[src/rtl/mem_arb.sv]
// mem_arb: shares one single-ported unified memory between fetch reads and data loads/stores.
// Latency: 0 added cycles; grant is combinational and responses route straight from the tag FIFO head.
// Backpressure: i_mem_ready low locks the current owner; a full tag FIFO holds reads but lets a pending store through.
//
// Build option MEM_ARB_RR_EN: round-robin arbitration. Without it, data has fixed priority
// over fetch, and fetch wins once after STARVE_LIM consecutive lost cycles.
//
// Ports:
//   i_clk, i_rst                 clock (rising edge), asynchronous active-high reset
//   i_if_req/i_if_addr           fetch read request; o_if_ready is the accept strobe
//   o_if_rvalid/o_if_rdata       fetch read response
//   i_dm_req/wen/addr/wdata/mask data load/store request; o_dm_ready is the accept strobe
//   o_dm_rvalid/o_dm_rdata       data load response
//   o_mem_* / i_mem_ready        memory request channel
//   i_mem_rvalid/i_mem_rdata     in-order read responses from memory
//   o_err                        sticky: a response arrived with no read outstanding
module mem_arb #(
   parameter int DEPTH      = 4,
   parameter int STARVE_LIM = 3
) (
   input  logic        i_clk,
   input  logic        i_rst,
   input  logic        i_if_req,
   input  logic [31:0] i_if_addr,
   output logic        o_if_ready,
   output logic        o_if_rvalid,
   output logic [31:0] o_if_rdata,
   input  logic        i_dm_req,
   input  logic        i_dm_wen,
   input  logic [31:0] i_dm_addr,
   input  logic [31:0] i_dm_wdata,
   input  logic [3:0]  i_dm_mask,
   output logic        o_dm_ready,
   output logic        o_dm_rvalid,
   output logic [31:0] o_dm_rdata,
   output logic        o_mem_req,
   output logic        o_mem_wen,
   output logic [31:0] o_mem_addr,
   output logic [31:0] o_mem_wdata,
   output logic [3:0]  o_mem_mask,
   input  logic        i_mem_ready,
   input  logic        i_mem_rvalid,
   input  logic [31:0] i_mem_rdata,
   output logic        o_err
);

   localparam int   AW    = $clog2(DEPTH);
   localparam logic ID_IF = 1'b0;
   localparam logic ID_DM = 1'b1;

   logic          run;
   logic          prio_if;
   logic          pref_id;
   logic          want_vld;
   logic          want_rd;
   logic          gnt_vld;
   logic          gnt_id;
   logic          gnt_rd;
   logic          accept;
   logic          if_acc;
   logic          push;
   logic          pop;
   logic          lock_vld;
   logic          lock_id;
   logic          err_q;

   // Tag FIFO: one bit per outstanding read, 0 = fetch, 1 = data.
   logic          tag_mem [DEPTH];
   logic [AW-1:0] wr_ptr;
   logic [AW-1:0] rd_ptr;
   logic [AW:0]   tag_cnt;
   logic          fifo_full;
   logic          fifo_empty;
   logic          head_id;

   assign run        = ~i_rst;
   assign fifo_full  = (tag_cnt == (AW+1)'(DEPTH));
   assign fifo_empty = (tag_cnt == '0);
   assign head_id    = tag_mem[rd_ptr];

   // ------------------------------------------------------------------
   // Tie-break policy
   // ------------------------------------------------------------------
`ifdef MEM_ARB_RR_EN
   // last_id holds the most recent winner; on a tie the other side goes next.
   logic last_id;

   assign prio_if = (last_id == ID_DM);

   always_ff @(posedge i_clk or posedge i_rst) begin
      if (i_rst) begin
         last_id <= ID_IF;
      end else if (accept) begin
         last_id <= gnt_id;
      end
   end
`else
   localparam int SW = (STARVE_LIM < 1) ? 1 : $clog2(STARVE_LIM + 1);

   logic [SW-1:0] starve_cnt;

   assign prio_if = (starve_cnt == SW'(STARVE_LIM));

   always_ff @(posedge i_clk or posedge i_rst) begin
      if (i_rst) begin
         starve_cnt <= '0;
      end else if (if_acc) begin
         starve_cnt <= '0;
      end else if (i_if_req && (starve_cnt != SW'(STARVE_LIM))) begin
         starve_cnt <= starve_cnt + SW'(1);
      end
   end
`endif

   // ------------------------------------------------------------------
   // Arbitration
   // ------------------------------------------------------------------
   always_comb begin
      pref_id = ID_IF;
      if (lock_vld) begin
         pref_id = lock_id;
      end else if (i_if_req && i_dm_req) begin
         pref_id = prio_if ? ID_IF : ID_DM;
      end else if (i_dm_req) begin
         pref_id = ID_DM;
      end

      want_vld = (pref_id == ID_DM) ? i_dm_req : i_if_req;
      want_rd  = (pref_id == ID_IF) | ~i_dm_wen;

      gnt_vld = want_vld;
      gnt_id  = pref_id;
      // A read cannot issue with no tag slot. Only data can carry a store,
      // so the fallback exists only when fetch was the read winner.
      if (want_vld && want_rd && fifo_full) begin
         if ((pref_id == ID_IF) && i_dm_req && i_dm_wen) begin
            gnt_id = ID_DM;
         end else begin
            gnt_vld = 1'b0;
         end
      end
   end

   assign gnt_rd = (gnt_id == ID_IF) | ~i_dm_wen;
   assign accept = gnt_vld & i_mem_ready;
   assign if_acc = accept & (gnt_id == ID_IF);
   assign push   = accept & gnt_rd;
   assign pop    = i_mem_rvalid & ~fifo_empty;

   // ------------------------------------------------------------------
   // Lock, tag FIFO, error flag
   // ------------------------------------------------------------------
   // The lock simply mirrors "granted but not taken" from the previous
   // cycle, so it also releases if the owner ever drops its request.
   always_ff @(posedge i_clk or posedge i_rst) begin
      if (i_rst) begin
         lock_vld <= 1'b0;
         lock_id  <= ID_IF;
      end else begin
         lock_vld <= gnt_vld & ~i_mem_ready;
         if (gnt_vld) begin
            lock_id <= gnt_id;
         end
      end
   end

   always_ff @(posedge i_clk or posedge i_rst) begin
      if (i_rst) begin
         wr_ptr  <= '0;
         rd_ptr  <= '0;
         tag_cnt <= '0;
         tag_mem <= '{default: 1'b0};
      end else begin
         if (push) begin
            tag_mem[wr_ptr] <= gnt_id;
            wr_ptr          <= wr_ptr + AW'(1);
         end
         if (pop) begin
            rd_ptr <= rd_ptr + AW'(1);
         end
         if (push && !pop) begin
            tag_cnt <= tag_cnt + (AW+1)'(1);
         end else if (!push && pop) begin
            tag_cnt <= tag_cnt - (AW+1)'(1);
         end
      end
   end

   always_ff @(posedge i_clk or posedge i_rst) begin
      if (i_rst) begin
         err_q <= 1'b0;
      end else if (i_mem_rvalid && fifo_empty) begin
         err_q <= 1'b1;
      end
   end

   // ------------------------------------------------------------------
   // Outputs (all forced low while reset is held)
   // ------------------------------------------------------------------
   assign o_mem_req   = run & gnt_vld;
   assign o_mem_wen   = run & gnt_vld & (gnt_id == ID_DM) & i_dm_wen;
   assign o_mem_addr  = (run && gnt_vld) ? ((gnt_id == ID_DM) ? i_dm_addr : i_if_addr) : 32'h0;
   assign o_mem_wdata = (run && gnt_vld && (gnt_id == ID_DM)) ? i_dm_wdata : 32'h0;
   assign o_mem_mask  = (run && gnt_vld) ? ((gnt_id == ID_DM) ? i_dm_mask : 4'hF) : 4'h0;

   assign o_if_ready  = run & if_acc;
   assign o_dm_ready  = run & accept & (gnt_id == ID_DM);

   assign o_if_rvalid = run & pop & (head_id == ID_IF);
   assign o_dm_rvalid = run & pop & (head_id == ID_DM);
   assign o_if_rdata  = run ? i_mem_rdata : 32'h0;
   assign o_dm_rdata  = run ? i_mem_rdata : 32'h0;

   assign o_err       = err_q;

endmodule

[config.mk]
export PLATFORM = sky130hd
export DESIGN_NAME = mem_arb
export DESIGN_NICKNAME = d
export VERILOG_FILES = /design/src/rtl/mem_arb.sv
export SDC_FILE = /design/constraint.sdc
export NUM_CORES = 1
export LEC_CHECK = 0
export ABC_AREA = 1
export CAP_MARGIN = 20
export CORE_AREA = 2 2 109 111
export CTS_CLUSTER_SIZE = 10
export DETAILED_ROUTE_END_ITERATION = 7
export DIE_AREA = 0 0 111 113
export GPL_ROUTABILITY_DRIVEN = 0
export GPL_TIMING_DRIVEN = 1
export PLACE_DENSITY_LB_ADDON = 0.12
export SYNTH_ARGS = -nofsm -noshare
export SYNTH_HDL_FRONTEND = slang
export SYNTH_SLANG_ARGS = --single-unit
[constraint.sdc]
create_clock -name i_clk -period 5.2 [get_ports i_clk]
set_input_delay 0.78 -clock i_clk [delete_from_list [all_inputs] [get_ports i_clk]]
set_output_delay 0.78 -clock i_clk [all_outputs]
set_load 0.005 [all_outputs]
* Yosys cells after proc, flatten, opt, wreduce, memory -nomap -nowiden
Cells that the tools add are included.
Storage, ports and cells: register bits 16, bits of input ports 139, output and inout port bits 139, logic and storage cells 89
Operators by class: $add $sub $neg 5, order comparisons 3, equal/unequal tests 3, mux-type cells 25, bitwise logic cells 25, reductions and logical operators 17
Operators by type and width (count):
- $mux 32 | 4
- $and 1x1->1 | 14
- $logic_and 1x1->1 | 12
- $mux 1 | 12
- $mux 4 | 2
- $not 1->1 | 7
- $add 2x1->2 const B | 3
- $ge 3x3->1 const B | 2
- $mux 3 | 2
- $not 2->3 | 2
- $bwmux 4 | 1
- $mux 2 | 2
- $reduce_bool 2->1 | 2
- $add 3x1->3 const B | 1
- $eq 3x3->1 const B | 1
- $logic_not 3->1 | 1
- $lt 3x1->1 const B | 1
- $sub 3x1->3 const B | 1
- $bmux 1 s2 | 1
- $demux 1 s2 | 1
- $eq 2x2->1 const B | 1
- $logic_not 1->1 | 2
- $ne 2x2->1 const B | 1
- $or 1x1->1 | 2

* Logic depth before layout (Yosys ltp)
word-level depth 16, mapped depth 18, gate-level depth less buffers 18

* Worst setup path before layout
No wires, ideal clock.
path type in2reg, from input port i_if_req, to register tag_cnt[2], arrival time 2517 ps, data required time 5069 ps, setup slack 2552 ps, stages 17, path buffers 0, cells stage by stage nand2_1 > nand2_1 > nand2_1 > nand3_1 > nand2_1 > clkinv_1 > nand2_1 > nand2_1 > nand3_1 > nand2_1 > inv_1 > ha_1 > inv_1 > fa_1 > a21oi_1 > o21ai_0 > xor2_1
On the way: word-level cells in the longest chain between the ends 14, elaborated cells between the ends (all ways) 23, those cells by class mux (8); bitwise (6); reduce/logical (9)
RTL lines:
- from (decl) | line 23 | input logic i_if_req,
- $logic_and 1x1->1 | line 122 | end else if (i_if_req && i_dm_req) begin
- $mux 1 | line 122
- $mux 1 | line 120 | if (lock_vld) begin
- $not 1->1 | line 129, 136
- $logic_and 1x1->1 or $or 1x1->1 (tied branches) | line 136, 129
- $logic_and 1x1->1 (on tied branches) | line 136, 135
- $mux 1 or $logic_and 1x1->1 (tied branches) | line 136, 135
- $mux 1 | line 135 | if (want_vld && want_rd && fifo_full) begin
- $not 1->1 | line 144 | assign gnt_rd = (gnt_id == ID_IF) | ~i_dm_wen;
- $or 1x1->1 | line 144
- $and 1x1->1 (*) | line 147 | assign push = accept & gnt_rd;
- named net push | line 61 | logic push;
- $logic_not 1->1 | line 183 | end else if (!push && pop) begin
- $logic_and 1x1->1 | line 183
- $reduce_bool 2->1 (no source line)
- to (signal assigned) | line 182 | tag_cnt <= tag_cnt + (AW+1)'(1);
- to (signal assigned) | line 184 | tag_cnt <= tag_cnt - (AW+1)'(1);
- to (decl) | line 71 | logic [AW:0] tag_cnt;
Mark *: on every way through the listed nets, which the timed path passes. The rest lies on a longest branch. A chain may end at the register's enable or synchronous reset.

* Worst setup path in the final report
from input port i_if_req, to output port o_mem_wen
On the way: word-level cells in the longest chain between the ends 11, elaborated cells between the ends (all ways) 17, those cells by class mux (7); bitwise (5); reduce/logical (5)
RTL lines:
- $logic_and 1x1->1 | line 122
- $mux 1 | line 122
- $mux 1 | line 120
- $not 1->1 | line 129, 136
- $logic_and 1x1->1 or $or 1x1->1 (tied branches) | line 136, 129
- $logic_and 1x1->1 (on tied branches) | line 136, 135
- $mux 1 or $logic_and 1x1->1 (tied branches) | line 136, 135
- $mux 1 | line 135
- $and 1x1->1 | line 201 | assign o_mem_wen = run & gnt_vld & (gnt_id == ID_DM) & i_dm_wen;
- $and 1x1->1 (*) (2 in series) | line 201
- to (decl) | line 37 | output logic o_mem_wen,
Mark *: on every way between the ends. The rest lies on a longest branch, timed or not.

==> flow_summary.toml <==
[route]
drtPass1Iterations = 4
antenna_left = 0
drcViolationCount = 0
drt_first_iter_violations = 189
wl_per_cell_um = 14.3
vias = 3178
drt-total-wl_mm = 11.2
viasPerCell = 4.05

[worst_setup_path]
worstSetupEndpointType = "output pin"
cp.arrival_ns = 3.54
crit_fanout = 38
crit_buf_inv = 3
critical-path-top-delay-family = "buffers and inverters"
crit_type = "in2out"
cp_slowest_cell = "clkdlybuf4s50_1"
cp.required_ns = 4.42
worstSetupStartpoint = "i_if_req"
path_cells = "clkdlybuf4s50_1 -> nand2_1 -> nand2_1 -> nand2_1 -> nand2_2 -> nand2_1 -> nand2_2 -> nand2_2 -> nor2_4 -> buf_4 -> nand2_2 -> nor2_1 -> clkdlybuf4s50_1"
crit_path_max_incr_delay_ns = 0.54
reg2reg_from = "starve_cnt[0]"
cp-start-kind = "primary input"

[clock_network]
clk_pin_slew_ns = 0.05
insertion_delay_ns = 0.25
cts-root-buf = "clkbuf_16"
cts_tree = "built"
cts_made_buffers = 3
cts_sinks = 16
htreeDepth = 1
holdBufCountCts = 0
cts-root-to-sink-buffers = 2
post_cts_buffers = 0
cts_resized = 0

[logic_synthesis]
synth-async-reset-ratio_pct = 100
synth-seq-cells = 16
synthCells = 407
synth_fp_nets = 554
ys_seq_area_share_pct = 17.6
avgSynthCellArea_sq_um = 5.59
synth_edf_count = 0
ys.flop_type = "dfrtp_1"
yosys_warnings = 0
syn_area_sq_um = 2270
ys_types = 30

[grt]
grt-ovfl-total = 0
grt_pass1_vias = 3046
grt_util_all_layers_pct = 16.7
grt_max_degree = 39
grt_pass1_wl_mm = 16.7
antenna_found_initial = 0

[cells_and_area]
fin_nets = 789
antennaDiodeCount = 0
final_area_sq_um = 4980
final_common_cell = "clkdlybuf4s50_1"
drive_gt1_share_pct = 3.12
syn2layout_area_growth_pct = 119
stdcell_count = 784
final_cell_mix = "277 x clkdlybuf4s50_1, 138 x nor2_1, 81 x inv_1"

[placement]
dpl_cell_area_sq_um = 4890
pre_cts_slack_ns = 0.812
numPortBuffers = 277
dp_hpwl_mm = 9.43
dp.cells = 780

[sta]
setup_viol = 0
timing.fmax_ghz = 0.231
rsz0062_at_grt = "false"
drv_slew = 0
clock_skew_ns = 0.00435
fin_crit_sh_pct = 83.1
layout_min_cycle_time_ns = 4.32
final-hold-violation-count = 0
setup_tns_ns = 0
worst_pin_slew_ns = 0.638
slew_headroom_pct = 57.3
fin_ws_ns = 0.879

[floorplanning]
coreArea_sq_um = 11300
rows = 39
die_area_sq_um = 12500
die_h_um = 113
pin_count = 278
die_x_um = 111
initial_core_util_pct = 20.2

[pwr]
powerDensity_nw_per_um2 = 246
p_leak_nw = 2.30
ir_drop_mv = 0.118
total_power_mw = 1.22

[min_path]
min_path_type = "reg2reg"
min_from = "o_err"

[status]
outcome = "complete, no violations"

[run]
drv_cap = 0
==> final timing paths <==
check                           slack (ns)  depth (start not counted)          to
max in group asynchronous             3.43                          3   rd_ptr[1]
min in group asynchronous             1.36                          3  tag_mem[0]
worst max register to register        2.40                         18  tag_cnt[2]
worst min register to register        0.47                          1       o_err
worst min-delay path                  0.47                          1       o_err
worst max-delay path                  0.88                         13   o_mem_wen
==> layer usage <==
metal	GRT usage, %	part of all wire (%)	wire [um]	up-vias
li1	-	-	-	1636
met1	19.9	40	4550	1363
met2	30.3	50	5570	169
met3	4.55	8.6	968	10
met4	3.67	1.3	143	0
met5	0	0	0	-
==> sequential cells by signal, indices dropped and copies added, names as in the netlist <==
signal	count
o_err	1
starve_cnt	2
tag_mem	4
tag_cnt	3
rd_ptr	2
lock_id	1
wr_ptr	2
lock_vld	1
==> cell usage after synthesis (2+ instances only) <==
master	instances	area, sq um
buf_6	4	45.0
clkbuf_2	3	15.0
buf_2	5	25.0
nand2_2	5	31.3
a21oi_1	4	20.0
xor2_1	3	26.3
o21ai_1	2	10.0
inv_1	81	304
clkbuf_1	4	15.0
o21ai_0	36	180
nand4_1	4	25.0
nor2_1	138	518
nor3_1	2	10.0
nand3_1	13	65.1
dfrtp_1	16	400
nand2_1	33	124
buf_4	35	263
ha_1	7	87.6
==> where the power goes <==
part	leakage [nW]	internal, mW	total (mW)	switching (mW)
clock	0.0442	0.117	0.167	0.0498
sequential	0.194	0.186	0.235	0.0492
combinational	2.06	0.434	0.822	0.388
total	2.30	0.737	1.22	0.487
==> worst reg2reg max path: stages (launching register included) <==
cell and delay (ns):
dfrtp_1 0.40, ha_1 0.22, nand2_1 0.07, nand2_1 0.05
nand2_1 0.12, nand3_1 0.11, nand2_1 0.08, clkinv_1 0.07
nand2_1 0.05, nand2_1 0.07, nand3_1 0.20, nand2_1 0.15
inv_1 0.12, ha_1 0.15, inv_1 0.06, fa_1 0.38
a21oi_1 0.14, o21ai_0 0.11, xor2_1 0.15
==> stage by stage <==
step	util [%]	hold slack, ns
finish	44.2	0.470
global route	44.2	0.498
CTS	44.2	0.480
detailed placement	43.4	0.467
global placement	43.4	0.468
floorplan	-	0.442
==> final cells by class <==
class,count,area [sq um]
repair buffers,282,2810
well taps,143,179
fillers,1189,6290
inverters,83,312
clock buffers,4,88.8
multi-input cells,256,1190
flip-flops and latches,16,400
==> cell families (layout without fill, tap and decap cells) <==
family	Yosys count	in the layout	synth area share (%)
AND/OR/NAND/NOR	199	199	35.6
XOR/XNOR	4	4	1.54
multiplexers	1	1	0.495
adder cells (fa/ha/maj)	8	8	4.73
AO/OA/AOI/OAI	44	44	10.0
buffers and inverters	135	369	30.0
flip-flops	16	16	17.6
No activity file was read; power rests on OpenSTA's default activity.
